===== src/rtl/majority_vote_ctrl.sv =====
// Three-voter majority session controller; VOTE_TIMEOUT_EN compiles in the COLLECT timeout and abstain reporting.
// Latency: ack one cycle after a ballot edge, result_valid two edges after the final ballot; no backpressure, voters hold vote_valid until acked.
module majority_vote_ctrl #(
   parameter int TIMEOUT_CYCLES = 16,
   parameter int CNT_W          = 8
) (
   input  logic             clk,
   input  logic             rst_n,
   input  logic             start,
   input  logic [2:0]       vote_valid,
   input  logic [2:0]       vote_bit,
   output logic [2:0]       vote_ack,
   output logic             busy,
   output logic             result_valid,
   output logic             result,
   output logic [2:0]       ballots,
   output logic [2:0]       abstain,
   output logic [CNT_W-1:0] session_count,
   output logic [CNT_W-1:0] yes_count
);

   typedef enum logic [1:0] {
      IDLE    = 2'd0,
      COLLECT = 2'd1,
      EVAL    = 2'd2
   } state_t;

   if (TIMEOUT_CYCLES < 2 || TIMEOUT_CYCLES > 255) begin : g_bad_timeout
      $error("TIMEOUT_CYCLES must be within 2..255");
   end

   state_t           state_q, state_d;
   logic [2:0]       received_q, received_d;
   logic [2:0]       bal_q, bal_d;
   logic [2:0]       vote_ack_q, vote_ack_d;
   logic             result_valid_q, result_valid_d;
   logic             result_q, result_d;
   logic [2:0]       ballots_q, ballots_d;
   logic [2:0]       abstain_q, abstain_d;
   logic [CNT_W-1:0] session_q, session_d;
   logic [CNT_W-1:0] yes_q, yes_d;
   logic [2:0]       new_votes;
   logic             maj;

`ifdef VOTE_TIMEOUT_EN
   localparam logic [7:0] TMO_LAST = 8'(TIMEOUT_CYCLES - 1);
   logic [7:0] tmo_q, tmo_d;
`endif

   assign new_votes = vote_valid & ~received_q;
   assign maj       = (bal_q[2] & bal_q[1]) | (bal_q[2] & bal_q[0]) | (bal_q[1] & bal_q[0]);

   always_comb begin
      state_d        = state_q;
      received_d     = received_q;
      bal_d          = bal_q;
      vote_ack_d     = 3'b000;
      result_valid_d = 1'b0;
      result_d       = result_q;
      ballots_d      = ballots_q;
      abstain_d      = abstain_q;
      session_d      = session_q;
      yes_d          = yes_q;
`ifdef VOTE_TIMEOUT_EN
      tmo_d          = tmo_q;
`endif
      case (state_q)
         IDLE: begin
            // The result_valid cycle is still the tail of the previous session.
            if (start && !result_valid_q) begin
               state_d    = COLLECT;
               received_d = 3'b000;
               bal_d      = 3'b000;
`ifdef VOTE_TIMEOUT_EN
               tmo_d      = 8'd0;
`endif
            end
         end
         COLLECT: begin
            vote_ack_d = new_votes;
            received_d = received_q | new_votes;
            bal_d      = (bal_q & ~new_votes) | (vote_bit & new_votes);
            if (received_d == 3'b111) begin
               state_d = EVAL;
            end
`ifdef VOTE_TIMEOUT_EN
            tmo_d = tmo_q + 8'd1;
            if (tmo_q == TMO_LAST) begin
               state_d = EVAL;
            end
`endif
         end
         EVAL: begin
            state_d        = IDLE;
            result_valid_d = 1'b1;
            result_d       = maj;
            ballots_d      = bal_q;
`ifdef VOTE_TIMEOUT_EN
            abstain_d      = ~received_q;
`else
            abstain_d      = 3'b000;
`endif
            if (session_q != {CNT_W{1'b1}}) begin
               session_d = session_q + CNT_W'(1);
            end
            if (maj && (yes_q != {CNT_W{1'b1}})) begin
               yes_d = yes_q + CNT_W'(1);
            end
         end
         default: state_d = IDLE;
      endcase
   end

   always_ff @(posedge clk or negedge rst_n) begin
      if (!rst_n) begin
         state_q        <= IDLE;
         received_q     <= 3'b000;
         bal_q          <= 3'b000;
         vote_ack_q     <= 3'b000;
         result_valid_q <= 1'b0;
         result_q       <= 1'b0;
         ballots_q      <= 3'b000;
         abstain_q      <= 3'b000;
         session_q      <= '0;
         yes_q          <= '0;
`ifdef VOTE_TIMEOUT_EN
         tmo_q          <= 8'd0;
`endif
      end else begin
         state_q        <= state_d;
         received_q     <= received_d;
         bal_q          <= bal_d;
         vote_ack_q     <= vote_ack_d;
         result_valid_q <= result_valid_d;
         result_q       <= result_d;
         ballots_q      <= ballots_d;
         abstain_q      <= abstain_d;
         session_q      <= session_d;
         yes_q          <= yes_d;
`ifdef VOTE_TIMEOUT_EN
         tmo_q          <= tmo_d;
`endif
      end
   end

   assign vote_ack      = vote_ack_q;
   assign busy          = (state_q == COLLECT) || (state_q == EVAL);
   assign result_valid  = result_valid_q;
   assign result        = result_q;
   assign ballots       = ballots_q;
   assign abstain       = abstain_q;
   assign session_count = session_q;
   assign yes_count     = yes_q;

endmodule

===== config.mk =====
export PLATFORM = sky130hd
export DESIGN_NAME = majority_vote_ctrl
export DESIGN_NICKNAME = d
export VERILOG_FILES = /design/src/rtl/majority_vote_ctrl.sv
export SDC_FILE = /design/constraint.sdc
export NUM_CORES = 1
export LEC_CHECK = 0
export BUFFER_PORTS_ARGS = -buffer_cell sky130_fd_sc_hd__buf_2
export CAP_MARGIN = 20
export CORE_ASPECT_RATIO = 0.6
export CORE_UTILIZATION = 25
export DETAILED_ROUTE_END_ITERATION = 16
export REMOVE_ABC_BUFFERS = 1
export SLEW_MARGIN = 5
export SYNTH_ARGS = -nofsm -noshare
export SYNTH_HDL_FRONTEND = slang
export SYNTH_SLANG_ARGS = --single-unit

===== constraint.sdc =====
create_clock -name clk -period 1.6 [get_ports clk]
set_input_delay 0.24 -clock clk [delete_from_list [all_inputs] [get_ports clk]]
set_output_delay 0.24 -clock clk [all_outputs]
set_load 0.005 [all_outputs]

==> key figures, run 1 <==
Outcome
  • Status: finished, final reports clean

Floorplanning
  • Total core area: 5750 µm²
  • Site row count: 21
  • Die ar.: 6500 µm²
  • Die W: 103 µm
  • Die Y: 62.9 µm
  • # IOs: 37
  • Initial Util: 0.268

GRT
  • GRT Util Overall: 0.109
  • Total grt overflow: 0
  • Largest net degree at the start of global routing: 33
  • Initial antenna violation count: 0
  • Vias in the first global route: 1072
  • First-pass GRT wire length: 5.25 mm

Timing
  • Final slew viol count: 0
  • Final period util: 0.959
  • Final-report hold violation count: 0
  • Max Freq: 652 MHz
  • Setup_tns: 0 ns
  • Final Setup Violations: 0
  • Worst Skew: 0.00684 ns
  • Fin crit period: 1.53 ns
  • Relative slew slack: 0.579
  • Worst slew pin tran: 0.625 ns

Clock network
  • CTS tree: done
  • CTS clk-pin slew, worst paths: 0.07 ns
  • CTS Buffer Depth: 2
  • CTS root buf: clkbuf_8
  • # H-tree levels: 2
  • Worst skew pair latency: 0.28 ns
  • Num CTS Buffers: 5
  • # clock sinks: 32

Setup path
  • Max stage delay cell, worst path: dfrtp_1
  • Reg2reg start: state_q[0]
  • Crit path max fanout: 6
  • Reg2reg end: yes_count[7]
  • Critical path class: reg -> reg
  • Family with the most delay on the worst path: flip-flops
  • Critical path data arrival time: 1.70 ns
  • Cell Chain, Critical Path: inv_2 -> ha_4 -> buf_12 -> nand2_2 -> nor3_2 -> mux2_2
  • Buffers & Inverters on Critical Path: 2
  • WP depth: 6
  • Crit end category: flop
  • CP startpoint kind: flop
  • Req. time, crit path: 1.76 ns
  • Worst r2r path cells: 6
  • Largest stage delay on the critical path: 0.40 ns
  • R2r setup slk: 0.07 ns

Synthesis
  • Register area share after synthesis: 0.519
  • Cells after Synth: 142
  • Synth async-reset ratio: 1.00
  • Synth unique cells: 35
  • Most common cell in the netlist: dfrtp_1
  • Mapped Area: 1540 µm²
  • Mapped Avg Cell Area: 10.9 µm²
  • Synth area leaders: dfrtp_1, mux2_2, ha_1, xnor2_1, inv_1
  • Ys Warns: 0
  • Number of synthesized flops with an enable pin: 0
  • Commonest cells in the netlist: dfrtp_1, inv_1, nand2_1
  • Area share of the largest cell type after synthesis: 0.519
  • Synth area leader: dfrtp_1
  • Ys flop type: dfrtp_1
  • Yosys reg bits: 32

Finish
  • Layout fillers: 582
  • Final Non-Filler Cells: 273
  • Multi-input logic area: 694 µm²
  • # nets final: 207
  • P&R area growth vs syn: 31.1%
  • Share of cells above drive strength 1: 0.358
  • N_diodes: 0
  • Storage cell area: 801 µm²

Drt
  • Met3 WL post-DR: 130 µm
  • Detailed Route WL: 3.23 mm
  • DR vias/cell: 4.18
  • First-pass detailed-route iteration total: 4
  • Top sig layer: met4
  • DR WL/cell: 11.8 µm
  • Met2 Wirelength: 1.27 mm
  • 1st-iter DRT viols: 43
  • Vias: 1141
  • Antenna Nets Post-Route: 0
  • DRC Markers: 0
  • Met1 wire length: 1.78 mm

Worst hold path
  • Hold Crit Class: in -> reg
  • Hold Startpoint: vote_bit[1]
  • Hold Path Depth: 3
  • Hold endpoint: bal_q[1]

Placement
  • Detailed placer's ending HPWL: 2.28 mm
  • Port Buffers: 33
  • Placed cell count: 260
  • Routability cong.: 0.770

Run
  • Max-cap violation count: 0

Pwr
  • Power per cell area: 1510 nW/µm²
  • Leakage: 0.977 nW
  • Max VDD drop: 504 µV
==> power breakdown <==
| part | internal, mW | switching (mW) |
|---|---|---|
| combinational | 0.610 | 0.584 |
| clock | 0.351 | 0.284 |
| sequential | 1.04 | 0.187 |
| total | 2.00 | 1.06 |
==> worst max path at each step <==
stage | startpoint | endpoint | slack (ns)
3_5_place_dp | state_q[0] | yes_count[7] | 0.006
5_1_grt | state_q[0] | yes_count[6] | -0.02
2_1_floorplan | state_q[0] | yes_count[7] | -0.05
4_1_cts | state_q[0] | yes_count[6] | 0.04
3_3_place_gp | state_q[0] | yes_count[7] | 0.06
6_report | state_q[0] | yes_count[7] | 0.07
==> per-layer routing <==
| layer | vias to the layer above | GRT usage |
|---|---|---|
| li1 | 584 | - |
| met1 | 530 | 0.155 |
| met2 | 24 | 0.143 |
| met3 | 3 | 0.0436 |
| met4 | 0 | 0.0475 |
| met5 | - | 0 |
==> through the flow <==
stage          worst slack (ns)  total power, mW   util  hold slack [ns]  area [µm²]
6_report                 0.0653             3.05  0.351            0.212        2020
3_5_place_dp            0.00606             2.29  0.321            0.293        1850
4_1_cts                  0.0357             2.97  0.340            0.204        1950
2_1_floorplan           -0.0477             1.84      -          -0.0556        1510
3_3_place_gp             0.0599             2.29  0.321            0.291        1850
5_1_grt                 -0.0175             3.31  0.351            0.216        2020
==> area by class of cell <==
| type | instances | share of cell area |
|---|---|---|
| Inverter | 11 | 0.0204 |
| Timing Repair Buffer | 46 | 0.146 |
| Tap cell | 80 | 0.0495 |
| Clock buffer | 8 | 0.0446 |
| Multi-Input combinational cell | 96 | 0.343 |
| Sequential cell | 32 | 0.396 |
==> what timing repair did <==
| action | 4_1_cts | 5_1_grt |
|---|---|---|
| hold endpoints to repair | 32 | 0 |
| gates cloned | 0 | 1 |
| buffers inserted | 0 | 3 |
| setup endpoints to repair | 2 | 6 |
| pin swaps | 0 | 1 |
| hold buffers | 1 | 0 |
| resized for setup | 3 | 3 |
==> tightest hold or removal path, stage by stage <==
cell	delay [ns]
buf_2	0.10
nand2_1	0.05
o22ai_1	0.07
==> cells by family after synthesis <==
| group | synth area share |
|---|---|
| compound gates | 0.0981 |
| xor+xnor | 0.0568 |
| fa+ha+maj | 0.0576 |
| buf+inv | 0.0535 |
| flops | 0.519 |
| mux | 0.0584 |
| other cells | 0.00243 |
| simple gates | 0.154 |
==> registers in the layout, indices dropped and copies added (netlist names) <==
name           cells
yes_count          8
ballots            3
session_count      8
bal_q              3
vote_ack           3
state_q            2
result             1
received_q         3
result_valid       1
==> placed cells by master (no fill, tap or decap), types with 3 or more instances in the layout <==
cell / n
o21ai_0: 5
buf_2: 33
xnor2_1: 7
buf_4: 10
nand3_1: 6
inv_1: 10
mux2_2: 8
a21oi_1: 8
nand4_1: 5
ha_1: 5
nand2_1: 10
conb_1: 3
clkbuf_8: 6
o22ai_1: 3
nor2_1: 8
xor2_1: 3
dfrtp_1: 32
No activity file was read; power rests on OpenSTA's default activity.
==> run 2: changes to the inputs <==
--- a/config.mk
+++ b/config.mk
@@ -7,9 +7,10 @@
 export LEC_CHECK = 0
 export BUFFER_PORTS_ARGS = -buffer_cell sky130_fd_sc_hd__buf_2
 export CAP_MARGIN = 20
-export CORE_ASPECT_RATIO = 0.6
-export CORE_UTILIZATION = 25
+export CORE_ASPECT_RATIO = 0.5
+export CORE_UTILIZATION = 47
 export DETAILED_ROUTE_END_ITERATION = 16
+export PLACE_DENSITY = 0.74
 export REMOVE_ABC_BUFFERS = 1
 export SLEW_MARGIN = 5
 export SYNTH_ARGS = -nofsm -noshare
==> run 2 against run 1 <==
Global-route usage increased by 6.8 points; clock skew about the same; critical path depth decreased by 1; register-to-register slack about the same; cell area decreased by 6.9%; clock-buffer cell count decreased by 2; the flow now finishes with violations (negative hold slack); setup slack about the same; sequential power about the same; total power decreased by 4.2%; sequential share of layout area increased by 2.9 points; non-clock buffer count decreased by 6; flip-flop and latch count unchanged.
==> key figures, run 2 (synthesized netlist as in run 1, its figures left out) <==
Placement
  • Placed Area: 1780 µm² (was 1850 µm²)
  • Routability cong.: 0.773 (was 0.770)
  • Detailed placer's ending HPWL: 2.12 mm (was 2.28 mm)
  • Placed cell count: 219 (was 260)
  • Port Buffers: 33 (unchanged)

Timing
  • Worst slew pin tran: 0.724 ns (was 0.625 ns)
  • Final period util: 0.959 (about the same)
  • Final Setup Violations: 0 (unchanged)
  • Max Freq: 652 MHz (about the same)
  • Final-report hold violation count: 1 (was 0)
  • Fin crit period: 1.53 ns (about the same)
  • Worst Skew: 0.00662 ns (was 0.00684 ns)
  • WHS: -0.000825 ns (was 0.212 ns)
  • Relative slew slack: 0.512 (was 0.579)
  • Final slew viol count: 0 (unchanged)

Setup path
  • R2r setup slk: 0.07 ns (about the same)
  • Req. time, crit path: 1.76 ns (about the same)
  • Critical path class: reg -> reg (unchanged)
  • Critical path data arrival time: 1.70 ns (about the same)
  • Crit path max fanout: 6 (unchanged)
  • Crit end category: flop (unchanged)
  • CP startpoint kind: flop (unchanged)

Pwr
  • Power per cell area: 1550 nW/µm² (was 1510 nW/µm²)
  • Sequential Power Share: 0.421 (was 0.401)
  • Leakage: 0.939 nW (was 0.977 nW)
  • Combinational share of power: 0.363 (was 0.391)
  • Clk pwr share: 0.216 (was 0.208)
  • Switch share: 0.353 (was 0.346)
  • NetSw: 1.03 mW (was 1.06 mW)
  • Max VDD drop: 708 µV (was 504 µV)
  • Int Power: 1.89 mW (was 2.00 mW)

Floorplanning
  • Initial Util: 0.503 (was 0.268)
  • # IOs: 37 (unchanged)
  • Total core area: 3070 µm² (was 5750 µm²)
  • Die Y: 42.5 µm (was 62.9 µm)
  • Die W: 83.0 µm (was 103 µm)
  • Site row count: 14 (was 21)
  • Die ar.: 3530 µm² (was 6500 µm²)

Finish
  • N_diodes: 0 (unchanged)
  • Final Non-Filler Cells: 227 (was 273)
  • # nets final: 201 (was 207)
  • Share of cells above drive strength 1: 0.348 (was 0.358)
  • Final instance area: 1880 µm² (was 2020 µm²)
  • Commonest non-fill, non-tap cell in the layout: buf_2 (unchanged)
  • Commonest non-fill, non-tap cells in the layout: buf_2, dfrtp_1, inv_1, nand2_1 (was buf_2, dfrtp_1, inv_1, nand2_1, buf_4)
  • P&R area growth vs syn: 22.1% (was 31.1%)
  • Util after Layout: 0.614 (was 0.351)

Clock network
  • Worst skew pair latency: 0.28 ns (about the same)
  • CTS clk-pin slew, worst paths: 0.07 ns (about the same)
  • # Post-CTS Setup Buffers: 0 (unchanged)
  • CTS root buf: clkbuf_8 (unchanged)
  • CTS tree: done (unchanged)
  • Num CTS Buffers: 5 (unchanged)
  • # H-tree levels: 2 (unchanged)
  • # clock sinks: 32 (unchanged)
  • CTS Buffer Depth: 2 (unchanged)

GRT
  • First-pass GRT wire length: 4.71 mm (was 5.25 mm)
  • Initial antenna violation count: 0 (unchanged)
  • Largest net degree at the start of global routing: 33 (unchanged)
  • GRT Util Overall: 0.177 (was 0.109)
  • Vias in the first global route: 1035 (was 1072)
  • Total grt overflow: 0 (unchanged)

Drt
  • DR vias/cell: 5.04 (was 4.18)
  • DRC Markers: 0 (unchanged)
  • Antenna Nets Post-Route: 0 (unchanged)
  • Vias: 1144 (was 1141)
  • DR WL/cell: 12.5 µm (was 11.8 µm)
  • 1st-iter DRT viols: 28 (was 43)
  • Detailed Route WL: 2.84 mm (was 3.23 mm)
  • First-pass detailed-route iteration total: 4 (unchanged)

Outcome
  • Failing checks: negative hold slack
  • Status: complete, but fails checks (was finished, final reports clean)

Run
  • Max-cap violation count: 0 (unchanged)

Worst hold path
  • Hold Crit Class: in -> async (was in -> reg)
## run 2: changes by cell type in the layout (fill, tap and decap cells not counted)
cell,delta
clkbuf_16,-1
nor4b_4,-1
buf_4,-3
nor3_1,+1
buf_12,-1
nor3_2,-1
nor4b_2,+1
dlygate4sd3_1,-1
clkinv_2,+2
clkbuf_1,-2
## run 2: area by class of cell
type                    count  area (µm²)
clock buffers               6        82.6
clock inverters             2        10.0
fillers                   255        1180
inverters                  11        41.3
multi-input cells          96         681
flip-flops and latches     32         801
well taps                  40        50.0
repair buffers             40         218
## run 2: path summary, 6_finish.rpt
check | startpoint | endpoint | cells after the start
setup / recovery | state_q[1] | state_q[0] | 5
setup reg to reg | state_q[1] | state_q[0] | 5
hold reg to reg | ballots[0] | ballots[0] | 1
max in group asynchronous | rst_n | bal_q[1] | 1
min in group clk | vote_bit[1] | bal_q[1] | 3
hold / removal | rst_n | session_count[6] | 1
## run 2: critical path: stages, from the launching register on
cell and delay [ns]:
dfrtp_1 0.42, inv_1 0.11, ha_1 0.22, o21ai_0 0.29, a21oi_1 0.14, a31o_2 0.25
## run 2: per-layer routing
metal,share of wire,global-route usage,up-vias
met5,0,0,-
met4,0,0.0414,0
met3,0.044,0.0807,0
met2,0.47,0.270,29
met1,0.49,0.232,539
li1,-,-,576
## run 2: power groups by stage
stage | Sequential (mW) | Combinational [mW] | Clock [mW]
after floorplan | 1.22 | 0.624 | 0
after global placement | 1.22 | 0.999 | 0
after detailed placement | 1.24 | 1.03 | 0
after CTS | 1.22 | 1.05 | 0.645
after global routing | 1.26 | 1.17 | 0.700
final | 1.23 | 1.06 | 0.632
## run 2: timing repair
action | 4_1_cts | 5_1_grt
gates resized for setup | 1 | 3
hold buffers | 0 | 0
hold endpoints to repair | 0 | 0
endpoints found under the setup margin | 1 | 7
## run 2: metrics by stage
step	setup WS, ns	power [mW]	setup TNS [ns]
after global placement	0.0688	2.22	0
after CTS	0.0149	2.92	0
after floorplan	-0.0477	1.84	-0.0477
after global routing	-0.00111	3.13	-0.00111
final	0.0656	2.92	0
after detailed placement	-0.0138	2.27	-0.0138
==> run 3: changes to the inputs <==
--- a/config.mk
+++ b/config.mk
@@ -8,9 +8,9 @@
 export BUFFER_PORTS_ARGS = -buffer_cell sky130_fd_sc_hd__buf_2
 export CAP_MARGIN = 20
 export CORE_ASPECT_RATIO = 0.5
-export CORE_UTILIZATION = 47
+export CORE_UTILIZATION = 55
 export DETAILED_ROUTE_END_ITERATION = 16
-export PLACE_DENSITY = 0.74
+export PLACE_DENSITY = 0.82
 export REMOVE_ABC_BUFFERS = 1
 export SLEW_MARGIN = 5
 export SYNTH_ARGS = -nofsm -noshare
==> constraint.sdc (replaced) <==
create_clock -name clk -period 1.98 [get_ports clk]
set_input_delay 0.297 -clock clk [delete_from_list [all_inputs] [get_ports clk]]
set_output_delay 0.297 -clock clk [all_outputs]
set_load 0.005 [all_outputs]
==> run 3 against run 2 <==
The run now ends clean; non-clock buffer count fell by 5; routed wire length decreased by 2.3%; flip-flop and latch count unchanged; total power fell by 22%; worst hold slack better by 0.050 ns; via count down 1.1%; largest cell class unchanged.
==> key figures, run 3 (synthesized netlist as in run 1, its figures left out) <==
Pwr
  • Power per cell area: 1260 nW/µm² (was 1550 nW/µm²)
  • Total power draw: 2.29 mW (was 2.92 mW)
  • Leakage: 0.908 nW (was 0.939 nW)
  • Max VDD drop: 554 µV (was 708 µV)

Placement
  • Detailed placer's ending HPWL: 2.05 mm (was 2.12 mm)
  • Routability cong.: 0.751 (was 0.773)
  • Port Buffers: 33 (unchanged)
  • Placed Area: 1740 µm² (was 1780 µm²)
  • DP Worst Slack: 0.155 ns (was -0.0138 ns)

GRT
  • Initial antenna violation count: 0 (unchanged)
  • First-pass GRT wire length: 4.52 mm (was 4.71 mm)
  • Total grt overflow: 0 (unchanged)
  • Vias in the first global route: 1001 (was 1035)
  • Largest net degree at the start of global routing: 33 (unchanged)
  • GRT Util Overall: 0.208 (was 0.177)

Drt
  • First-pass detailed-route iteration total: 4 (unchanged)
  • Detailed Route WL: 2.77 mm (was 2.84 mm)
  • Antenna Nets Post-Route: 0 (unchanged)
  • Top sig layer: met4 (was met3)
  • Met1 wire length: 1.26 mm (was 1.39 mm)
  • Met2 Wirelength: 1.35 mm (was 1.32 mm)
  • DR WL/cell: 12.7 µm (was 12.5 µm)
  • 1st-iter DRT viols: 35 (was 28)
  • Met3 WL post-DR: 134 µm (was 126 µm)
  • Vias: 1131 (was 1144)
  • DRC Markers: 0 (unchanged)
  • DR vias/cell: 5.16 (was 5.04)

Floorplanning
  • Initial Util: 0.585 (was 0.503)
  • Die W: 76.9 µm (was 83.0 µm)
  • Die ar.: 3030 µm² (was 3530 µm²)
  • # IOs: 37 (unchanged)
  • Die Y: 39.5 µm (was 42.5 µm)
  • Total core area: 2640 µm² (was 3070 µm²)
  • Site row count: 13 (was 14)

Timing
  • WHS: 0.0495 ns (was -0.000825 ns)
  • Worst slew pin tran: 0.685 ns (was 0.724 ns)
  • Relative slew slack: 0.544 (was 0.512)
  • Final period util: 0.928 (was 0.959)
  • Final Setup Violations: 0 (unchanged)
  • Max Freq: 544 MHz (was 652 MHz)
  • Fin worst setup slack: 0.143 ns (was 0.0656 ns)
  • Final-report hold violation count: 0 (was 1)
  • Setup_tns: 0 ns (unchanged)
  • Fin crit period: 1.84 ns (was 1.53 ns)
  • Worst Skew: 0.00368 ns (was 0.00662 ns)
  • Final slew viol count: 0 (unchanged)
  • RSZ-0062 raised after global routing: false

Finish
  • Storage cell area: 801 µm² (unchanged)
  • Share of cells above drive strength 1: 0.302 (was 0.348)
  • # nets final: 196 (was 201)
  • Layout fillers: 192 (was 255)
  • N_diodes: 0 (unchanged)
  • Commonest non-fill, non-tap cells in the layout: buf_2, dfrtp_1, inv_1 (was buf_2, dfrtp_1, inv_1, nand2_1)
  • Commonest non-fill, non-tap cell in the layout: buf_2 (unchanged)
  • P&R area growth vs syn: 18.3% (was 22.1%)
  • Final instance area: 1830 µm² (was 1880 µm²)
  • Multi-input logic area: 667 µm² (was 681 µm²)

Clock network
  • CTS clk-pin slew, worst paths: 0.07 ns (about the same)
  • CTS root buf: clkbuf_8 (unchanged)
  • CTS Hold Bufs: 0 (unchanged)
  • Num CTS Buffers: 5 (unchanged)
  • Worst skew pair latency: 0.28 ns (about the same)
  • CTS tree: done (unchanged)
  • # H-tree levels: 2 (unchanged)
  • # Post-CTS Setup Buffers: 0 (unchanged)
  • Cts repair resizes: 0 (was 1)
  • CTS Buffer Depth: 2 (unchanged)
  • # clock sinks: 32 (unchanged)

Setup path
  • Critical path data arrival time: 2.01 ns (was 1.70 ns)
  • Crit end category: flop (unchanged)
  • CP startpoint kind: flop (unchanged)
  • Critical path class: reg -> reg (unchanged)
  • Cell Chain, Critical Path: inv_1 -> ha_1 -> nand2_2 -> nor3_1 -> mux2_2 (was inv_1 -> ha_1 -> o21ai_0 -> a21oi_1 -> a31o_2)
  • Family with the most delay on the worst path: simple AND/OR/NAND/NOR gates (was compound AO/OA/AOI/OAI gates)
  • Max stage delay cell, worst path: ha_1 (was dfrtp_1)
  • R2r setup slk: 0.14 ns (was 0.07 ns)
  • Req. time, crit path: 2.15 ns (was 1.76 ns)
  • Buffers & Inverters on Critical Path: 1 (unchanged)
  • Largest stage delay on the critical path: 0.42 ns (about the same)
  • Crit path max fanout: 10 (was 6)

Worst hold path
  • Hold Crit Class: in -> async (unchanged)

Run
  • Max-cap violation count: 0 (unchanged)

Outcome
  • Status: finished, final reports clean (was complete, but fails checks)
## run 3: changes by cell type in the layout (fill, tap and decap cells not counted), sizes merged
cell / previous run / this run
clkinv: 2 / 0
buf: 40 / 35
clkbuf: 6 / 8
## run 3: area by class of cell
class / count / area share
Timing Repair Buffer: 35 / 0.0987
Sequential cell: 32 / 0.439
Multi-Input combinational cell: 96 / 0.365
Tap cell: 37 / 0.0254
Clock buffer: 8 / 0.0493
Inverter: 11 / 0.0226
## run 3: path summary, 6_finish.rpt
check / start / end / cells after the start
min reg2reg: ballots[0] / ballots[0] / 1
min in group clk: vote_bit[1] / bal_q[1] / 3
max: state_q[0] / yes_count[7] / 5
max in group asynchronous: rst_n / ballots[2] / 1
min: rst_n / session_count[5] / 1
max reg2reg: state_q[0] / yes_count[7] / 5
## run 3: through the flow
step / cells / utilization
2_1_floorplan: 139 / -
3_3_place_gp: 211 / 0.659
3_5_place_dp: 211 / 0.659
4_1_cts: 219 / 0.693
5_1_grt: 219 / 0.693
6_report: 219 / 0.693
## run 3: per-layer routing
| layer | track usage | vias up |
|---|---|---|
| li1 | - | 560 |
| met1 | 0.251 | 538 |
| met2 | 0.355 | 28 |
| met3 | 0.0698 | 5 |
| met4 | 0.0865 | 0 |
| met5 | 0 | - |
## run 3: power by group
part | switching (mW) | internal (mW) | total [mW]
clock network | 0.235 | 0.283 | 0.518
registers | 0.152 | 0.838 | 0.990
logic | 0.410 | 0.373 | 0.782
